### src/rtl/sevenseg_scan.sv
// Time-multiplexed BCD 7-segment scanner with per-frame snapshot, leading-zero blanking and DPs.
// Optional blink support is compiled in when the BLINK_EN macro is defined.
module sevenseg_scan #(
    parameter int NDIG         = 4,
    parameter int DIV          = 1000,
    parameter int BLINK_FRAMES = 64
) (
    input  logic                CLK,
    input  logic                RST,
    input  logic                EN,
    input  logic [4*NDIG-1:0]   BCD,
    input  logic [NDIG-1:0]     DP,
    input  logic                LZB,
`ifdef BLINK_EN
    input  logic [NDIG-1:0]     BLINK,
`endif
    output logic [7:0]          SEG,
    output logic [NDIG-1:0]     DIG,
    output logic                FRAME
);

    localparam int CW = (DIV > 1) ? $clog2(DIV) : 1;
    localparam int IW = (NDIG > 1) ? $clog2(NDIG) : 1;

    if (NDIG < 1 || NDIG > 8 || DIV < 1 || BLINK_FRAMES < 1) begin : g_bad_param
        $error("sevenseg_scan: parameter out of range");
    end

    logic [CW-1:0]     cnt_q, cnt_d;
    logic [IW-1:0]     idx_q, idx_d;
    logic [4*NDIG-1:0] snap_q, snap_d;
    logic              loaded_q, loaded_d;
    logic [7:0]        seg_q, seg_d;
    logic [NDIG-1:0]   dig_q, dig_d;
    logic              frame_q, frame_d;
    logic              tick, last_dig, load;
    logic [NDIG-1:0]   lead_zero;
    logic              run_zero;
    logic [3:0]        cur_bcd;
    logic [7:0]        dec_val;
    logic              blank;

    function automatic logic [7:0] dec(input logic [3:0] n);
        case (n)
            4'd0:    dec = 8'hFC;
            4'd1:    dec = 8'h60;
            4'd2:    dec = 8'hDA;
            4'd3:    dec = 8'hF2;
            4'd4:    dec = 8'h66;
            4'd5:    dec = 8'hB6;
            4'd6:    dec = 8'hBE;
            4'd7:    dec = 8'hE0;
            4'd8:    dec = 8'hFE;
            4'd9:    dec = 8'hF6;
            default: dec = 8'h00;
        endcase
    endfunction

    // Slot timer counts down the remaining cycles of the current digit slot.
    always_comb begin
        tick     = EN && (cnt_q == '0);
        last_dig = (idx_q == IW'(NDIG - 1));
        load     = EN && (!loaded_q || (tick && last_dig));
        cnt_d    = cnt_q;
        idx_d    = idx_q;
        snap_d   = snap_q;
        loaded_d = loaded_q;
        if (EN) begin
            cnt_d = tick ? CW'(DIV - 1) : cnt_q - 1'b1;
        end
        if (tick) begin
            idx_d = last_dig ? '0 : idx_q + 1'b1;
        end
        if (load) begin
            snap_d   = BCD;
            loaded_d = 1'b1;
        end
        frame_d = load;
    end

    // lead_zero[i] is set when snapshot digits NDIG-1 down to i are all zero.
    always_comb begin
        lead_zero = '0;
        run_zero  = 1'b1;
        for (int i = NDIG - 1; i >= 0; i--) begin
            run_zero     = run_zero && (snap_q[4*i +: 4] == 4'd0);
            lead_zero[i] = run_zero;
        end
    end

`ifdef BLINK_EN
    localparam int BW = (BLINK_FRAMES > 1) ? $clog2(BLINK_FRAMES) : 1;
    logic [BW-1:0] bcnt_q, bcnt_d;
    logic          phase_q, phase_d;

    always_comb begin
        bcnt_d  = bcnt_q;
        phase_d = phase_q;
        if (load) begin
            if (bcnt_q == '0) begin
                bcnt_d  = BW'(BLINK_FRAMES - 1);
                phase_d = ~phase_q;
            end else begin
                bcnt_d = bcnt_q - 1'b1;
            end
        end
    end

    always_ff @(posedge CLK) begin
        if (RST) begin
            bcnt_q  <= BW'(BLINK_FRAMES - 1);
            phase_q <= 1'b0;
        end else begin
            bcnt_q  <= bcnt_d;
            phase_q <= phase_d;
        end
    end
`endif

    always_comb begin
        cur_bcd = snap_q[4*idx_q +: 4];
        dec_val = dec(cur_bcd);
        blank   = LZB && (idx_q != '0) && lead_zero[idx_q];
        seg_d   = 8'h00;
        dig_d   = '0;
        if (EN) begin
            dig_d[idx_q] = 1'b1;
            seg_d        = {(blank ? 7'b0 : dec_val[7:1]), DP[idx_q]};
`ifdef BLINK_EN
            if (phase_q && BLINK[idx_q]) begin
                seg_d = 8'h00;
            end
`endif
        end
    end

    always_ff @(posedge CLK) begin
        if (RST) begin
            cnt_q    <= CW'(DIV - 1);
            idx_q    <= '0;
            snap_q   <= '0;
            loaded_q <= 1'b0;
            seg_q    <= 8'h00;
            dig_q    <= '0;
            frame_q  <= 1'b0;
        end else begin
            cnt_q    <= cnt_d;
            idx_q    <= idx_d;
            snap_q   <= snap_d;
            loaded_q <= loaded_d;
            seg_q    <= seg_d;
            dig_q    <= dig_d;
            frame_q  <= frame_d;
        end
    end

    assign SEG   = seg_q;
    assign DIG   = dig_q;
    assign FRAME = frame_q;

endmodule
### config.mk
export PLATFORM = sky130hd
export DESIGN_NAME = sevenseg_scan
export DESIGN_NICKNAME = d
export VERILOG_FILES = /design/src/rtl/sevenseg_scan.sv
export SDC_FILE = /design/constraint.sdc
export NUM_CORES = 1
export LEC_CHECK = 0
export ABC_AREA = 1
export CAP_MARGIN = 20
export CORE_MARGIN = 2
export CORE_UTILIZATION = 52
export DETAILED_ROUTE_END_ITERATION = 8
export GPL_ROUTABILITY_DRIVEN = 0
export GPL_TIMING_DRIVEN = 1
export PLACE_DENSITY_LB_ADDON = 0.15
export SYNTH_ARGS = -nofsm -noshare
export SYNTH_HDL_FRONTEND = slang
export SYNTH_SLANG_ARGS = --single-unit
### constraint.sdc
create_clock -name CLK -period 2.4 [get_ports CLK]
set_input_delay 0.36 -clock CLK [delete_from_list [all_inputs] [get_ports CLK]]
set_output_delay 0.36 -clock CLK [all_outputs]
set_load 0.01 [all_outputs]
### Word-level counts from Yosys, hierarchy flattened

Memories as Yosys holds them, arrays and structs flattened. A register that Yosys moved wholly into a read port is not among the register bits.
Index checks and enable logic that the tools add are counted.

* register bits: 35
* memories kept: 1
* ROM bits: 112

Memory list
* (name not given): depth 16, bits a word 7, rd ports 1, clocked after memory_dff 1, write ports 0, RTL line 44 `case (n)`

* mux-type cells: 8
* reduce and logical (&&, ||, !) cells: 19
* magnitude comparators: 2
* add/sub/neg operators: 2
* shift-type cells: 1
* eq/ne operators: 1
* bitwise gates (word level): 1

Operator list (number)
* $logic_not 4->1: 4
* $shiftx 16x5->4: 1
* $logic_not 10->1: 1
* $mux 10: 1
* $sub 10x1->10 const B: 1
* $logic_and 1x1->1: 9
* $bmux 1 s2: 2
* $lt 2x3->1 const B: 1
* $mux 1: 3
* $reduce_or 3->1: 1
* $add 2x1->2 const B: 1
* $demux 1 s2: 1
* $eq 2x2->1 const B: 1
* $ge 2x1->1 const B: 1
* $mux 2: 1
* $reduce_bool 2->1: 1
* $reduce_or 2->1: 1
* $logic_not 1->1: 1
* $logic_or 1x1->1: 1
* $not 1->1: 1

### Logic depth before layout (Yosys ltp)

Gate-level depths: netlist of run 1.

* depth in word-level cells: 8
* depth in mapped cells: 12
* gate-level depth less buffers: 11

### Least setup slack after synthesis of run 1

Ideal clock, no wire load.

* path type: reg-to-reg
* start: register idx_q[0]
* end: register seg_q[4] (netlist: SEG[4])
* stages on the path, launching flop included: 10
* required time: 2.330 ns
* period minus slack after synthesis: 1.670 ns
* arrival time: 1.600 ns
* setup slack: 0.730 ns
* library setup time: 0.070 ns
* cell sequence: dfxtp_1 > buf_4 > nand2_1 > a32oi_1 > inv_1 > ha_1 > inv_1 > o21ai_1 > nand2_1 > a21oi_1

* cells in the longest elaborated chain, start to end: 4
* elaborated cells between the ends (all ways): 7

Ends and longest elaborated chain
* from (decl): RTL line 30 `logic [IW-1:0] idx_q, idx_d;`
* from (signal assigned): RTL line 148 `idx_q <= idx_d;`
* $bmux 1 s2 or $reduce_bool 2->1 (tied branches): RTL line 123 `blank = LZB && (idx_q != '0) && lead_zero[idx_q];`
* $mux 1 (not written as such) or $logic_and 1x1->1 (tied branches): RTL line 123
* $logic_and 1x1->1: RTL line 123
* $reduce_or 3->1 (no line)
* to (decl): RTL line 33 `logic [7:0] seg_q, seg_d;`

Parallel ways exist; a longest one is shown, timed or not. The select of a mux whose other input is x is not followed.
A chain may end at the register's enable or synchronous reset.

### Final worst setup path of run 1

Ends and elaborated chain as after synthesis.

==> flow_summary_export.csv, run 1 <==
group,metric,value,unit
run_status,status,"complete, no violations",
synth,synth-async-reset-ratio,0,%
sta,holdWs,0.464,ns
worst_setup_path,path_buf_inv,3,
worst_setup_path,r2r_start,"idx_q[0]",
power_and_ir_drop,p_per_area,562,nW/µm²
global_routing,grt.total_usage,20.5,%
floorplan,coreArea,4000,µm²
global_routing,grt_pass1_wl,7.25,mm
synth,synth-edff-count,0,
final_layout,fillers,372,
final_layout,fin_area,2620,µm²
sta,setup_viol,0,
worst_setup_path,crit_start,"idx_q[0]",
sta,skew,0.00591,ns
synth,synth_top_cell_by_area,"dfxtp_1",
place,placed_cell_area,2530,µm²
floorplan,start_util,54.0,%
worst_setup_path,startpoint_type,"flip-flop",
clock_network,cts_buffers,5,
worst_setup_path,crit_family,"compound AO/OA/AOI/OAI gates",
worst_setup_path,cp_cell_sequence,"inv_2 > nand2_1 > a32oi_1 > inv_1 > ha_1 > inv_1 > o21ai_1 > nand2_1 > a21oi_1",
routing,vias,1902,
min_path,hold_class,"reg -> reg",
final_layout,final_nets,382,
routing,wl,4.10,mm
sta,tightest_slew,0.386,ns
worst_setup_path,crit_fanout,14,
routing,viasPerCell,4.79,
global_routing,grt_pass1_vias,1704,
synth,synth_top_area_share,38.9,%
worst_setup_path,cp_data_required_time,2.63,ns
routing,drtIter0Drc,103,
sta,tns,0,ns
sta,max_freq,0.512,GHz
routing,drt-pass1-iter-count,4,
global_routing,met1_usage,26.7,%
min_path,hp-start,"cnt_q[1]",
synth,synth_cell_types,25,
routing,drc,0,
routing,final_antenna_net_count,0,
synth,synthTopCellsByArea,"dfxtp_1 39%, nand2_1 11%, inv_1 8.0%, nor2_1 7.3%, a21oi_1 6.9%",
global_routing,grt_use_met3,3.95,%
synth,synth_top_flop_cell,"dfxtp_1",
worst_setup_path,slowest_delay,0.43,ns
place,place_hpwl,3.01,mm
global_routing,grt-ovfl-total,0,
clock_network,cts.sink_count,42,
floorplan,die_h,68.5,µm
clock_network,cts-root-buf,"clkbuf_8",
sta,slew_headroom,74.2,%
run,cap_violations,0,
worst_setup_path,end_kind,"flip-flop",
floorplan,ioPinCount,37,
synth,synth_seq_cells,42,
sta,hold_viol,0,
sta,fin_crit_sh,81.4,%
worst_setup_path,arrival,2.19,ns
power_and_ir_drop,p_leak,0.00124,µW
final_layout,drive_gt1_share,6.92,%
final_layout,final_cell_mix,"66 x nand2_1, 46 x inv_1, 42 x dfxtp_1, 42 x nor2_1, 36 x clkdlybuf4s50_1",
place,numPlacedInstances,389,
worst_setup_path,criticalPathCategory,"reg -> reg",
global_routing,gr-usage-met2,33.1,%
place,port_buffers,36,
clock_network,path_clk_slew,0.08,ns
clock_network,htree_num_levels,2,
sta,rsz0062_at_grt,"no",
synth,synth_cells,311,
final_layout,diodes,0,
floorplan,dieArea,4690,µm²
clock_network,cts_setup_buffers,0,
final_layout,final_common_cell,"nand2_1",
worst_setup_path,rrSetupSlack,0.45,ns
worst_setup_path,slowest_stage,"dfxtp_1",
final_layout,instances_no_fill,397,
synth,syn_nets,347,
clock_network,cts_tree,"yes",
synth,syn_area,2160,µm²
global_routing,antenna_found_initial,0,
power_and_ir_drop,finalPower,1470,µW
clock_network,cts_buffer_depth,2,
floorplan,fp-row-count,23,
routing,routedWlPerCell,10.3,µm
clock_network,holdBufCountCts,0,
sta,min_period,1.95,ns
global_routing,grt_max_degree,34,
sta,finalMaxSlewViolations,0,
synth,yosysSeqAreaShare,38.9,%
global_routing,busiest_layer,"met2",
floorplan,fp.dieW,68.5,µm
clock_network,insertion_delay,0.30,ns
synth,synth_warnings,0,
final_layout,syn2layout_area_growth,21.4,%
clock_network,cts_resized,0,
synth,syn_area_per_cell,6.95,µm²
power_and_ir_drop,vdd.ir_drop.worst,391,µV
-- tightest hold or removal path, delay by kind of cell, from the launching register on --
kind | cells | cell delay (ns)
compound gates | 1 | 0.06
flops | 1 | 0.33
simple gates | 1 | 0.04
-- cell families after synthesis --
logic type               after synthesis  synth area share, %
AO/OA/AOI/OAI                         45                 11.2
XOR/XNOR                               3                 1.22
adder cells (fa/ha/maj)               12                 6.95
buffers and inverters                 60                 12.1
flip-flops                            42                 38.9
AND/OR/NAND/NOR                      149                 29.6
-- sequential cells by signal, indices dropped and copies added (netlist names) --
name and flops:
loaded_q 1, FRAME 1, idx_q 2, DIG 4, snap_q 16, cnt_q 10, SEG 8
-- synthesized netlist by cell type (8+ instances only) --
cell type and instances:
ha_1 12, a21oi_1 30, dfxtp_1 42, nand2_1 66, nor2_1 42, nand3_1 28
inv_1 46, o21ai_0 8
-- path summary, 6_finish.rpt --
| path | end | depth (start not counted) |
|---|---|---|
| hold reg to reg | cnt_q[1] | 2 |
| setup reg to reg | SEG[4] | 9 |
| hold / removal | cnt_q[1] | 2 |
| setup / recovery | SEG[4] | 9 |
-- final cells by class --
class                      count  area (µm²)  area share [%]
timing repair buffer          39         383            14.6
inverter                      49         184            7.01
tap                           50        62.6            2.38
sequential                    42         841            32.0
clock buffer                   6        82.6            3.15
multi-input combinational    209        1060            40.3
clock inverter                 2        12.5           0.477
-- where the power goes --
part	leakage (µW)	internal [µW]	switching, µW
Sequential	0.000345	736	25.3
Combinational	0.000852	114	126
Clock	0.0000472	231	241
-- metrics by stage --
step	setup WS [ns]	util, %
finish	0.445	65.6
global route	0.280	65.6
CTS	0.461	65.6
detailed placement	0.432	63.2
global placement	0.491	63.2
floorplan	0.730	-
-- metal layers --
layer	wire [µm]	vias up
met5	0	-
met4	72	0
met3	171	5
met2	1810	34
met1	2040	826
li1	-	1037
Power figures use the tool's default switching activity.
==> inputs of run 2 (changes only) <==
==> constraint.sdc (replaced) <==
create_clock -name CLK -period 1.9 [get_ports CLK]
set_input_delay 0.285 -clock CLK [delete_from_list [all_inputs] [get_ports CLK]]
set_output_delay 0.285 -clock CLK [all_outputs]
set_load 0.01 [all_outputs]
==> flow_summary_export.csv, run 2 (same netlist as run 1, synthesis figures left out) <==
group,metric,value,unit
run_status,status,"complete, no violations",
final_layout,largest-register,"snap_q",
final_layout,final_common_cell,"nand2_1",
floorplan,die_h,68.5,µm
worst_setup_path,criticalPathCategory,"reg -> reg",
clock_network,insertion_delay,0.29,ns
worst_setup_path,r2r_cells,10,
worst_setup_path,slowest_delay,0.38,ns
global_routing,antenna_found_initial,0,
worst_setup_path,cp_cell_sequence,"buf_4 > nand2_1 > a32oi_2 > inv_1 > buf_4 > ha_1 > nand2_1 > nand2_1 > nand2_1 > a21oi_1",
place,place_hpwl,3.00,mm
final_layout,drive_gt1_share,8.78,%
min_path,hp-start,"cnt_q[1]",
worst_setup_path,rrSetupSlack,0.18,ns
clock_network,cts.sink_count,42,
worst_setup_path,arrival,1.89,ns
floorplan,dieArea,4690,µm²
global_routing,grt_max_degree,34,
sta,max_freq,0.581,GHz
clock_network,holdBufCountCts,0,
worst_setup_path,r2r_end,"SEG[2]",
floorplan,ioPinCount,37,
routing,final_antenna_net_count,0,
worst_setup_path,crit_fanout,9,
sta,tns,0,ns
routing,drtIter0Drc,84,
min_path,hold_class,"reg -> reg",
worst_setup_path,cp_data_required_time,2.07,ns
routing,drt-pass1-iter-count,4,
routing,drc,0,
routing,routedWlPerCell,9.92,µm
worst_setup_path,startpoint_type,"flip-flop",
routing,viasPerCell,4.75,
min_path,worstHoldEndpoint,"cnt_q[1]",
sta,fin_crit_sh,90.6,%
clock_network,cts_tree,"yes",
worst_setup_path,slowest_stage,"dfxtp_1",
place,place_ws,0.0196,ns
sta,setup_ws,0.178,ns
clock_network,cts-root-buf,"clkbuf_8",
floorplan,fp.dieW,68.5,µm
final_layout,final_cell_mix,"66 x nand2_1, 46 x inv_1, 42 x dfxtp_1, 42 x nor2_1, 36 x clkdlybuf4s50_1",
sta,min_period,1.72,ns
power_and_ir_drop,p_leak,0.00128,µW
run,cap_violations,0,
final_layout,diodes,0,
final_layout,final_nets,389,
worst_setup_path,path_common_cell,"nand2_1",
worst_setup_path,end_kind,"flip-flop",
sta,finalMaxSlewViolations,0,
clock_network,htree_num_levels,2,
clock_network,cts_buffer_depth,2,
routing,wl,4.00,mm
floorplan,start_util,54.0,%
final_layout,syn2layout_area_growth,23.5,%
global_routing,grt-ovfl-total,0,
sta,hold_viol,0,
routing,vias,1915,
sta,rsz0062_at_grt,"no",
global_routing,grt.total_usage,18.8,%
floorplan,coreArea,4000,µm²
power_and_ir_drop,vdd.ir_drop.worst,405,µV
global_routing,grt_pass1_wl,6.58,mm
clock_network,cts_buffers,5,
place,port_buffers,36,
floorplan,fp-row-count,23,
sta,setup_viol,0,
final_layout,largest_reg_flops,16,
sta,slew_headroom,79.6,%
global_routing,grt_pass1_vias,1569,
power_and_ir_drop,p_per_area,676,nW/µm²
final_layout,fillers,373,
min_path,hold-path-cell-count,2,
sta,skew,0.00597,ns
clock_network,path_clk_slew,0.08,ns
worst_setup_path,r2r_start,"idx_q[0]",
sta,tightest_slew,0.306,ns
-- run 2: cell type report --
class	instances	area, µm²	share of cell area [%]
multi-input cells	209	1070	40.0
flip-flops and latches	42	841	31.5
repair buffers	46	435	16.3
inverters	49	184	6.89
clock buffers	5	68.8	2.58
well taps	50	62.6	2.35
clock inverters	2	10.0	0.375
-- run 2: power breakdown --
| group | switching [µW] | leakage (µW) | internal [µW] |
|---|---|---|---|
| clock network | 288 | 0.0000438 | 247 |
| logic | 160 | 0.000887 | 150 |
| registers | 31.3 | 0.000345 | 929 |
| total | 479 | 0.00128 | 1330 |
-- run 2: per-layer routing --
| layer | part of all wire (%) | up-vias | global-route usage (%) |
|---|---|---|---|
| met3 | 4.8 | 6 | 4.11 |
| li1 | - | 1052 | - |
| met4 | 1.4 | 0 | 6.00 |
| met1 | 50 | 816 | 25.1 |
| met2 | 44 | 41 | 29.9 |
| met5 | 0 | - | 0 |
-- run 2: through the flow --
step / std cells / hold WS, ns / instance area [µm²] / power [µW] / utilization [%]
after floorplan: 311 / 0.396 / 2160 / 1180 / -
after global placement: 396 / 0.440 / 2580 / 1280 / 64.5
after detailed placement: 396 / 0.445 / 2580 / 1290 / 64.5
after CTS: 403 / 0.464 / 2660 / 1820 / 66.5
after global routing: 403 / 0.481 / 2670 / 1900 / 66.7
final: 403 / 0.460 / 2670 / 1800 / 66.7
-- run 2: worst max-delay path, delay by kind of cell, from the launching register on --
family,cells,cell delay [ns]
AO/OA/AOI/OAI,2,0.33
adder cells (fa/ha/maj),1,0.18
buffers and inverters,3,0.43
flip-flops,1,0.38
AND/OR/NAND/NOR,4,0.28
-- run 2: repair_timing --
action	CTS	global route
setup buffers	0	0
resized for setup	0	1
hold endpoints to repair	0	0
endpoints found under the setup margin	0	3
-- run 2: worst max path at each step --
| stage | start | slack [ns] | endpoint |
|---|---|---|---|
| 3_5_place_dp | EN | 0.02 | snap_q[15] |
| 3_3_place_gp | EN | 0.08 | snap_q[9] |
| 4_1_cts | idx_q[0] | 0.10 | SEG[2] |
| 6_report | idx_q[0] | 0.18 | SEG[2] |
| 2_1_floorplan | idx_q[0] | 0.23 | SEG[4] |
| 5_1_grt | idx_q[0] | 0.03 | SEG[2] |
